===== src/rtl/led_pattern_shifter_if.sv =====
// Control/status bundle for led_pattern_shifter; i_step exists only with LED_SHIFTER_STEP_EN.
// The master drives the controls and the slave (the shifter) drives the LED outputs.
interface led_pattern_shifter_if #(
  parameter int N_LEDS     = 4,
  parameter int PRESCALE_W = 24
);
  logic                  i_enable;
  logic [PRESCALE_W-1:0] i_limit;
  logic [1:0]            i_mode;
  logic                  i_load;
  logic [N_LEDS-1:0]     i_pattern;
`ifdef LED_SHIFTER_STEP_EN
  logic                  i_step;
`endif
  logic [N_LEDS-1:0]     o_leds;
  logic                  o_tick;
  logic                  o_dir;

`ifdef LED_SHIFTER_STEP_EN
  modport master (output i_enable, i_limit, i_mode, i_load, i_pattern, i_step,
                  input  o_leds, o_tick, o_dir);
  modport slave  (input  i_enable, i_limit, i_mode, i_load, i_pattern, i_step,
                  output o_leds, o_tick, o_dir);
`else
  modport master (output i_enable, i_limit, i_mode, i_load, i_pattern,
                  input  o_leds, o_tick, o_dir);
  modport slave  (input  i_enable, i_limit, i_mode, i_load, i_pattern,
                  output o_leds, o_tick, o_dir);
`endif
endinterface


===== src/rtl/led_pattern_shifter.sv =====
// LED pattern engine: prescaler plus rotate-right/left, ping-pong and fill/drain modes.
// Define LED_SHIFTER_STEP_EN to add the i_step single-shift input.
module led_pattern_shifter #(
  parameter int                N_LEDS       = 4,
  parameter int                PRESCALE_W   = 24,
  parameter logic [N_LEDS-1:0] INIT_PATTERN = N_LEDS'(1)
) (
  input logic                  clk,
  input logic                  i_ck_rst,
  led_pattern_shifter_if.slave bus
);

  typedef enum logic [1:0] {
    MODE_ROR  = 2'b00,
    MODE_ROL  = 2'b01,
    MODE_PING = 2'b10,
    MODE_FILL = 2'b11
  } mode_t;

  // PH0 means LEFT in ping-pong and FILL in fill/drain; PH1 means RIGHT / DRAIN.
  typedef enum logic {
    PH0 = 1'b0,
    PH1 = 1'b1
  } phase_t;

  logic [N_LEDS-1:0]     leds_reg;
  logic [PRESCALE_W-1:0] cnt_reg;
  phase_t                phase_reg;
  mode_t                 mode_reg;
  logic                  tick_reg;
  logic                  dir_reg;

  logic [N_LEDS-1:0]     rot_r;
  logic [N_LEDS-1:0]     rot_l;
  logic [N_LEDS-1:0]     leds_next;
  phase_t                phase_eff;
  phase_t                phase_next;
  logic                  dir_next;
  logic                  tick;
  mode_t                 mode_in;

  assign mode_in = mode_t'(bus.i_mode);

  genvar gi;
  generate
    for (gi = 0; gi < N_LEDS; gi++) begin : g_rot
      assign rot_r[gi] = leds_reg[(gi + 1) % N_LEDS];
      assign rot_l[gi] = leds_reg[(gi + N_LEDS - 1) % N_LEDS];
    end
  endgenerate

`ifdef LED_SHIFTER_STEP_EN
  assign tick = bus.i_step | (bus.i_enable & (cnt_reg >= bus.i_limit));
`else
  assign tick = bus.i_enable & (cnt_reg >= bus.i_limit);
`endif

  // Next pattern/phase/direction if this cycle ticks; a mode change restarts the phase.
  always_comb begin
    phase_eff  = (mode_in != mode_reg) ? PH0 : phase_reg;
    leds_next  = leds_reg;
    phase_next = phase_eff;
    dir_next   = dir_reg;
    case (mode_in)
      MODE_ROR: begin
        leds_next = rot_r;
        dir_next  = 1'b1;
      end
      MODE_ROL: begin
        leds_next = rot_l;
        dir_next  = 1'b0;
      end
      MODE_PING: begin
        if (phase_eff == PH0) begin
          if (leds_reg[N_LEDS-1]) begin
            phase_next = PH1;
            leds_next  = rot_r;
            dir_next   = 1'b1;
          end else begin
            leds_next  = rot_l;
            dir_next   = 1'b0;
          end
        end else begin
          if (leds_reg[0]) begin
            phase_next = PH0;
            leds_next  = rot_l;
            dir_next   = 1'b0;
          end else begin
            leds_next  = rot_r;
            dir_next   = 1'b1;
          end
        end
      end
      MODE_FILL: begin
        dir_next = 1'b0;
        if (phase_eff == PH0) begin
          if (&leds_reg) begin
            phase_next = PH1;
            leds_next  = {leds_reg[N_LEDS-2:0], 1'b0};
          end else begin
            leds_next  = {leds_reg[N_LEDS-2:0], 1'b1};
          end
        end else begin
          if (~|leds_reg) begin
            phase_next = PH0;
            leds_next  = {leds_reg[N_LEDS-2:0], 1'b1};
          end else begin
            leds_next  = {leds_reg[N_LEDS-2:0], 1'b0};
          end
        end
      end
      default: leds_next = leds_reg;
    endcase
  end

  always_ff @(posedge clk or negedge i_ck_rst) begin
    if (!i_ck_rst) begin
      leds_reg  <= INIT_PATTERN;
      cnt_reg   <= '0;
      phase_reg <= PH0;
      mode_reg  <= MODE_ROR;
      tick_reg  <= 1'b0;
      dir_reg   <= 1'b0;
    end else if (bus.i_load) begin
      // A load swallows any tick due this cycle and restarts the prescaler.
      leds_reg  <= bus.i_pattern;
      cnt_reg   <= '0;
      phase_reg <= PH0;
      tick_reg  <= 1'b0;
    end else if (tick) begin
      leds_reg  <= leds_next;
      cnt_reg   <= '0;
      phase_reg <= phase_next;
      mode_reg  <= mode_in;
      tick_reg  <= 1'b1;
      dir_reg   <= dir_next;
    end else begin
      tick_reg <= 1'b0;
      if (bus.i_enable) begin
        cnt_reg <= cnt_reg + PRESCALE_W'(1);
      end
    end
  end

  assign bus.o_leds = leds_reg;
  assign bus.o_tick = tick_reg;
  assign bus.o_dir  = dir_reg;

endmodule


===== src/flat_wrapper.sv =====
// flat-port wrapper written by rule: the top's interface ports become plain ports
module led_pattern_shifter_flat 
#(
  parameter int                N_LEDS       = 4,
  parameter int                PRESCALE_W   = 24,
  parameter logic [N_LEDS-1:0] INIT_PATTERN = N_LEDS'(1)
)
  (clk, i_ck_rst, bus_i_enable, bus_i_limit, bus_i_mode, bus_i_load, bus_i_pattern, bus_o_leds, bus_o_tick, bus_o_dir);
  led_pattern_shifter_if #(.N_LEDS(N_LEDS), .PRESCALE_W(PRESCALE_W)) bus_i ();
  input logic clk;
  input logic i_ck_rst;
  input wire logic [$bits(bus_i.i_enable)-1:0] bus_i_enable;
  input wire logic [$bits(bus_i.i_limit)-1:0] bus_i_limit;
  input wire logic [$bits(bus_i.i_mode)-1:0] bus_i_mode;
  input wire logic [$bits(bus_i.i_load)-1:0] bus_i_load;
  input wire logic [$bits(bus_i.i_pattern)-1:0] bus_i_pattern;
  output wire logic [$bits(bus_i.o_leds)-1:0] bus_o_leds;
  output wire logic [$bits(bus_i.o_tick)-1:0] bus_o_tick;
  output wire logic [$bits(bus_i.o_dir)-1:0] bus_o_dir;
  assign bus_i.i_enable = bus_i_enable;
  assign bus_i.i_limit = bus_i_limit;
  assign bus_i.i_mode = bus_i_mode;
  assign bus_i.i_load = bus_i_load;
  assign bus_i.i_pattern = bus_i_pattern;
  assign bus_o_leds = bus_i.o_leds;
  assign bus_o_tick = bus_i.o_tick;
  assign bus_o_dir = bus_i.o_dir;
  led_pattern_shifter #(.N_LEDS(N_LEDS), .PRESCALE_W(PRESCALE_W), .INIT_PATTERN(INIT_PATTERN)) u_core (.clk(clk), .i_ck_rst(i_ck_rst), .bus(bus_i));
endmodule

===== config.mk =====
export PLATFORM = sky130hd
export DESIGN_NAME = led_pattern_shifter_flat
export DESIGN_NICKNAME = d
export VERILOG_FILES = /design/src/rtl/led_pattern_shifter_if.sv /design/src/rtl/led_pattern_shifter.sv /design/src/flat_wrapper.sv
export SDC_FILE = /design/constraint.sdc
export NUM_CORES = 1
export LEC_CHECK = 0
export CAP_MARGIN = 20
export CORE_UTILIZATION = 35
export CTS_CLUSTER_DIAMETER = 40
export DETAILED_ROUTE_END_ITERATION = 8
export DONT_BUFFER_PORTS = 1
export GPL_TIMING_DRIVEN = 0
export PLACE_DENSITY = 0.58
export SYNTH_ARGS = -nofsm -noshare
export SYNTH_HDL_FRONTEND = slang
export SYNTH_SLANG_ARGS = --single-unit

===== constraint.sdc =====
create_clock -name clk -period 3.95 [get_ports clk]
set_clock_uncertainty 0.2 [all_clocks]
set_input_delay 0.79 -clock clk [delete_from_list [all_inputs] [get_ports clk]]
set_output_delay 0.79 -clock clk [all_outputs]
set_load 0.02 [all_outputs]

==> reports/metrics.csv <==
metric;value;unit
status;finished, final reports clean;
hpwl;4.54;mm
synth_top_area_frac;0.313;
root_buffer;clkbuf_8;
syn-cell-area;2560;µm²
routed_wl;6.01;mm
cp-end-kind;register;
hold_viol;0;
grt_pass1_wl;10.2;mm
grt.overflow.total;0;
grt_max_degree;33;
setup_viol;0;
ys_ff_latch;33;
area_growth;10.0;%
worstPathArrival;2.94;ns
fin_crit;2.96;ns
vdd_drop_max;0.143;mV
firstDrtPassIters;4;
synth_nets;353;
ys_types;51;
rsz0062_at_grt;no;
start_util;0.369;
finalSetupTns;0;ns
critPathMaxStageDelay;0.48;ns
tritoncts;yes;
coreArea;6940;µm²
path_buf_inv;1;
final_cell_mix;dfrtp_1 (32), inv_1 (31), ha_1 (25), nor3_1 (22), nand2_1 (21);
crit_chain;inv_1 -> ha_1 -> nand4_2 -> nor2_1 -> a311oi_1 -> nand4_2 -> o21ai_2 -> mux2_2;
insertion_delay;0.29;ns
via_count;2154;
die_h;87.5;µm
die_area;7660;µm²
cp_common_cell;nand4_2;
async_flop_share;1.00;
crit_family;compound AO/OA/AOI/OAI gates;
max_freq;337;MHz
worst_slew_pin_slew;0.518;ns
largest_register_ffs;24;
synthTopCellsByArea;dfrtp_1 (31%), ha_1 (12%), inv_1 (4.5%), xor2_1 (4.4%), nor3_1 (4.3%);
dr.first_iter.drc_count;210;
nFillCells;707;
cts_buffers;5;
cts_buffer_depth;2;
route.detailed.drc;0;
powerDensity;274;nW/µm²
pin_count;40;
slowest_stage;a311oi_1;
required;3.92;ns
synth_top_cell_by_area;dfrtp_1;
synth_edf_count;0;
drive_gt1_frac;0.0858;
min_period_over_period;0.750;
post_cts_buffers;0;
slew-limit-headroom;0.655;
grt_pass1_vias;2147;
worstPathMaxFanout;10;
path_class;input pin to register;
yosys_warnings;0;
cts_sinks;33;
synthCells;294;
portBuffers;0;
avgSynthCellArea;8.71;µm²
startpoint_type;input pin;
power.leakage;0.00128;µW
final_common_cell;dfrtp_1;
register_area;827;µm²
gp_congestion;0.839;
p_total;773;µW
grt_antenna_before_repair;0;
dieWidth;87.5;µm
drv_cap;0;
viasPerCell;5.40;
multi_input_area;1550;µm²
hp-class;input pin to async pin;
grtUsageTotal;0.173;
htree_levels;2;
ant_nets;0;
synthFlopType;dfrtp_1;
slew_violations;0;
nNetsFinal;361;
clk_pin_slew_worst_paths;0.07;ns
row_count;30;
ys_seq_area_frac;0.323;
antenna_cells;0;
wl_per_cell;15.1;µm
==> per-stage QoR <==
step                worst slack [ns]  hold slack (ns)   util  cells  instance area (µm²)
finish                         0.986            0.121  0.406    399                 2820
global placement               0.730            0.296  0.386    390                 2680
CTS                            0.988            0.125  0.406    399                 2820
global route                   0.822            0.120  0.406    399                 2820
detailed placement             0.685            0.296  0.386    390                 2680
floorplan                       1.16            0.294      -    294                 2560
==> power breakdown <==
| part | switching (µW) | leakage [µW] | internal, µW |
|---|---|---|---|
| sequential | 15.2 | 0.000449 | 344 |
| combinational | 45.4 | 0.000771 | 29.0 |
| clock | 133 | 0.0000585 | 206 |
| total | 194 | 0.00128 | 579 |
==> timing repair <==
| item | in CTS | in global routing |
|---|---|---|
| endpoints found under the hold margin | 32 | 0 |
| setup endpoints to repair | 0 | 0 |
| gates resized for setup | 0 | 0 |
| hold buffers | 1 | 0 |
==> path summary, 6_finish.rpt <==
check                                          startpoint                          endpoint  slack, ns  cells after the start
setup / recovery                          bus_i_limit[23]    u_core.mode_reg[1]$_DFFE_PN0P_       0.99                      8
hold / removal                                   i_ck_rst  u_core.bus.o_leds[3]$_DFFE_PN0P_       0.12                      1
setup reg to reg           u_core.cnt_reg[21]$_DFFE_PN0P_    u_core.mode_reg[1]$_DFFE_PN0P_       1.07                      7
hold reg to reg            u_core.cnt_reg[10]$_DFFE_PN0P_    u_core.cnt_reg[10]$_DFFE_PN0P_       0.39                      2
max in group asynchronous                        i_ck_rst    u_core.cnt_reg[13]$_DFFE_PN0P_       3.25                      1
min in group clk           u_core.cnt_reg[10]$_DFFE_PN0P_    u_core.cnt_reg[10]$_DFFE_PN0P_       0.39                      2
==> logic make-up (layout without fill, tap and decap cells) <==
kind of cell               count (synthesis)  in the layout  synth area share
xor gates and xnor gates                  19             19            0.0650
buffers and inverters                     42             51            0.0708
muxes                                      4              4            0.0171
adders and majority gates                 25             25             0.122
DFF                                       33             33             0.323
and+or+nand+nor                          112            112             0.248
AOI/OAI and AO/OA                         59             59             0.154
==> final cells by class <==
| cell class | instances | area share |
|---|---|---|
| flip-flops and latches | 33 | 0.294 |
| multi-input cells | 219 | 0.551 |
| clock inverters | 1 | 0.0107 |
| repair buffers | 1 | 0.00710 |
| clock buffers | 7 | 0.0306 |
| inverters | 31 | 0.0413 |
| well taps | 96 | 0.0426 |
| plain buffers | 11 | 0.0231 |
==> synth_stat cells, types with 2 or more instances <==
master / instances
clkbuf_1: 7
inv_1: 31
mux2_2: 3
nand2b_1: 4
nor2_1: 9
xor2_1: 13
nand4_1: 7
o211ai_1: 5
or4_1: 3
or3_1: 2
and4_1: 3
a21oi_1: 19
a221oi_1: 2
o21ai_0: 12
and3_1: 5
xnor2_1: 6
nand4_2: 2
dfrtp_1: 32
and2_1: 3
a211o_1: 4
ha_1: 25
or2_2: 3
a211oi_1: 4
nor3_1: 22
nand3b_1: 3
buf_6: 3
nor2b_1: 4
nand3_1: 15
nand2_1: 21
==> worst reg2reg max path, delay by kind of cell (launching register included) <==
kind	cells	cell delay (ns)
AO/OA/AOI/OAI	2	0.82
AND/OR/NAND/NOR	3	0.61
flip-flops	1	0.43
multiplexers	1	0.38
adder cells (fa/ha/maj)	1	0.32
==> routing by layer <==
layer / global-route usage / vias to the layer above / share of wire
li1: - / 1075 / -
met1: 0.240 / 1021 / 0.50
met2: 0.266 / 50 / 0.45
met5: 0 / - / 0
met3: 0.0443 / 8 / 0.043
met4: 0.0477 / 0 / 0.012
(Power assumes the default switching activity.)
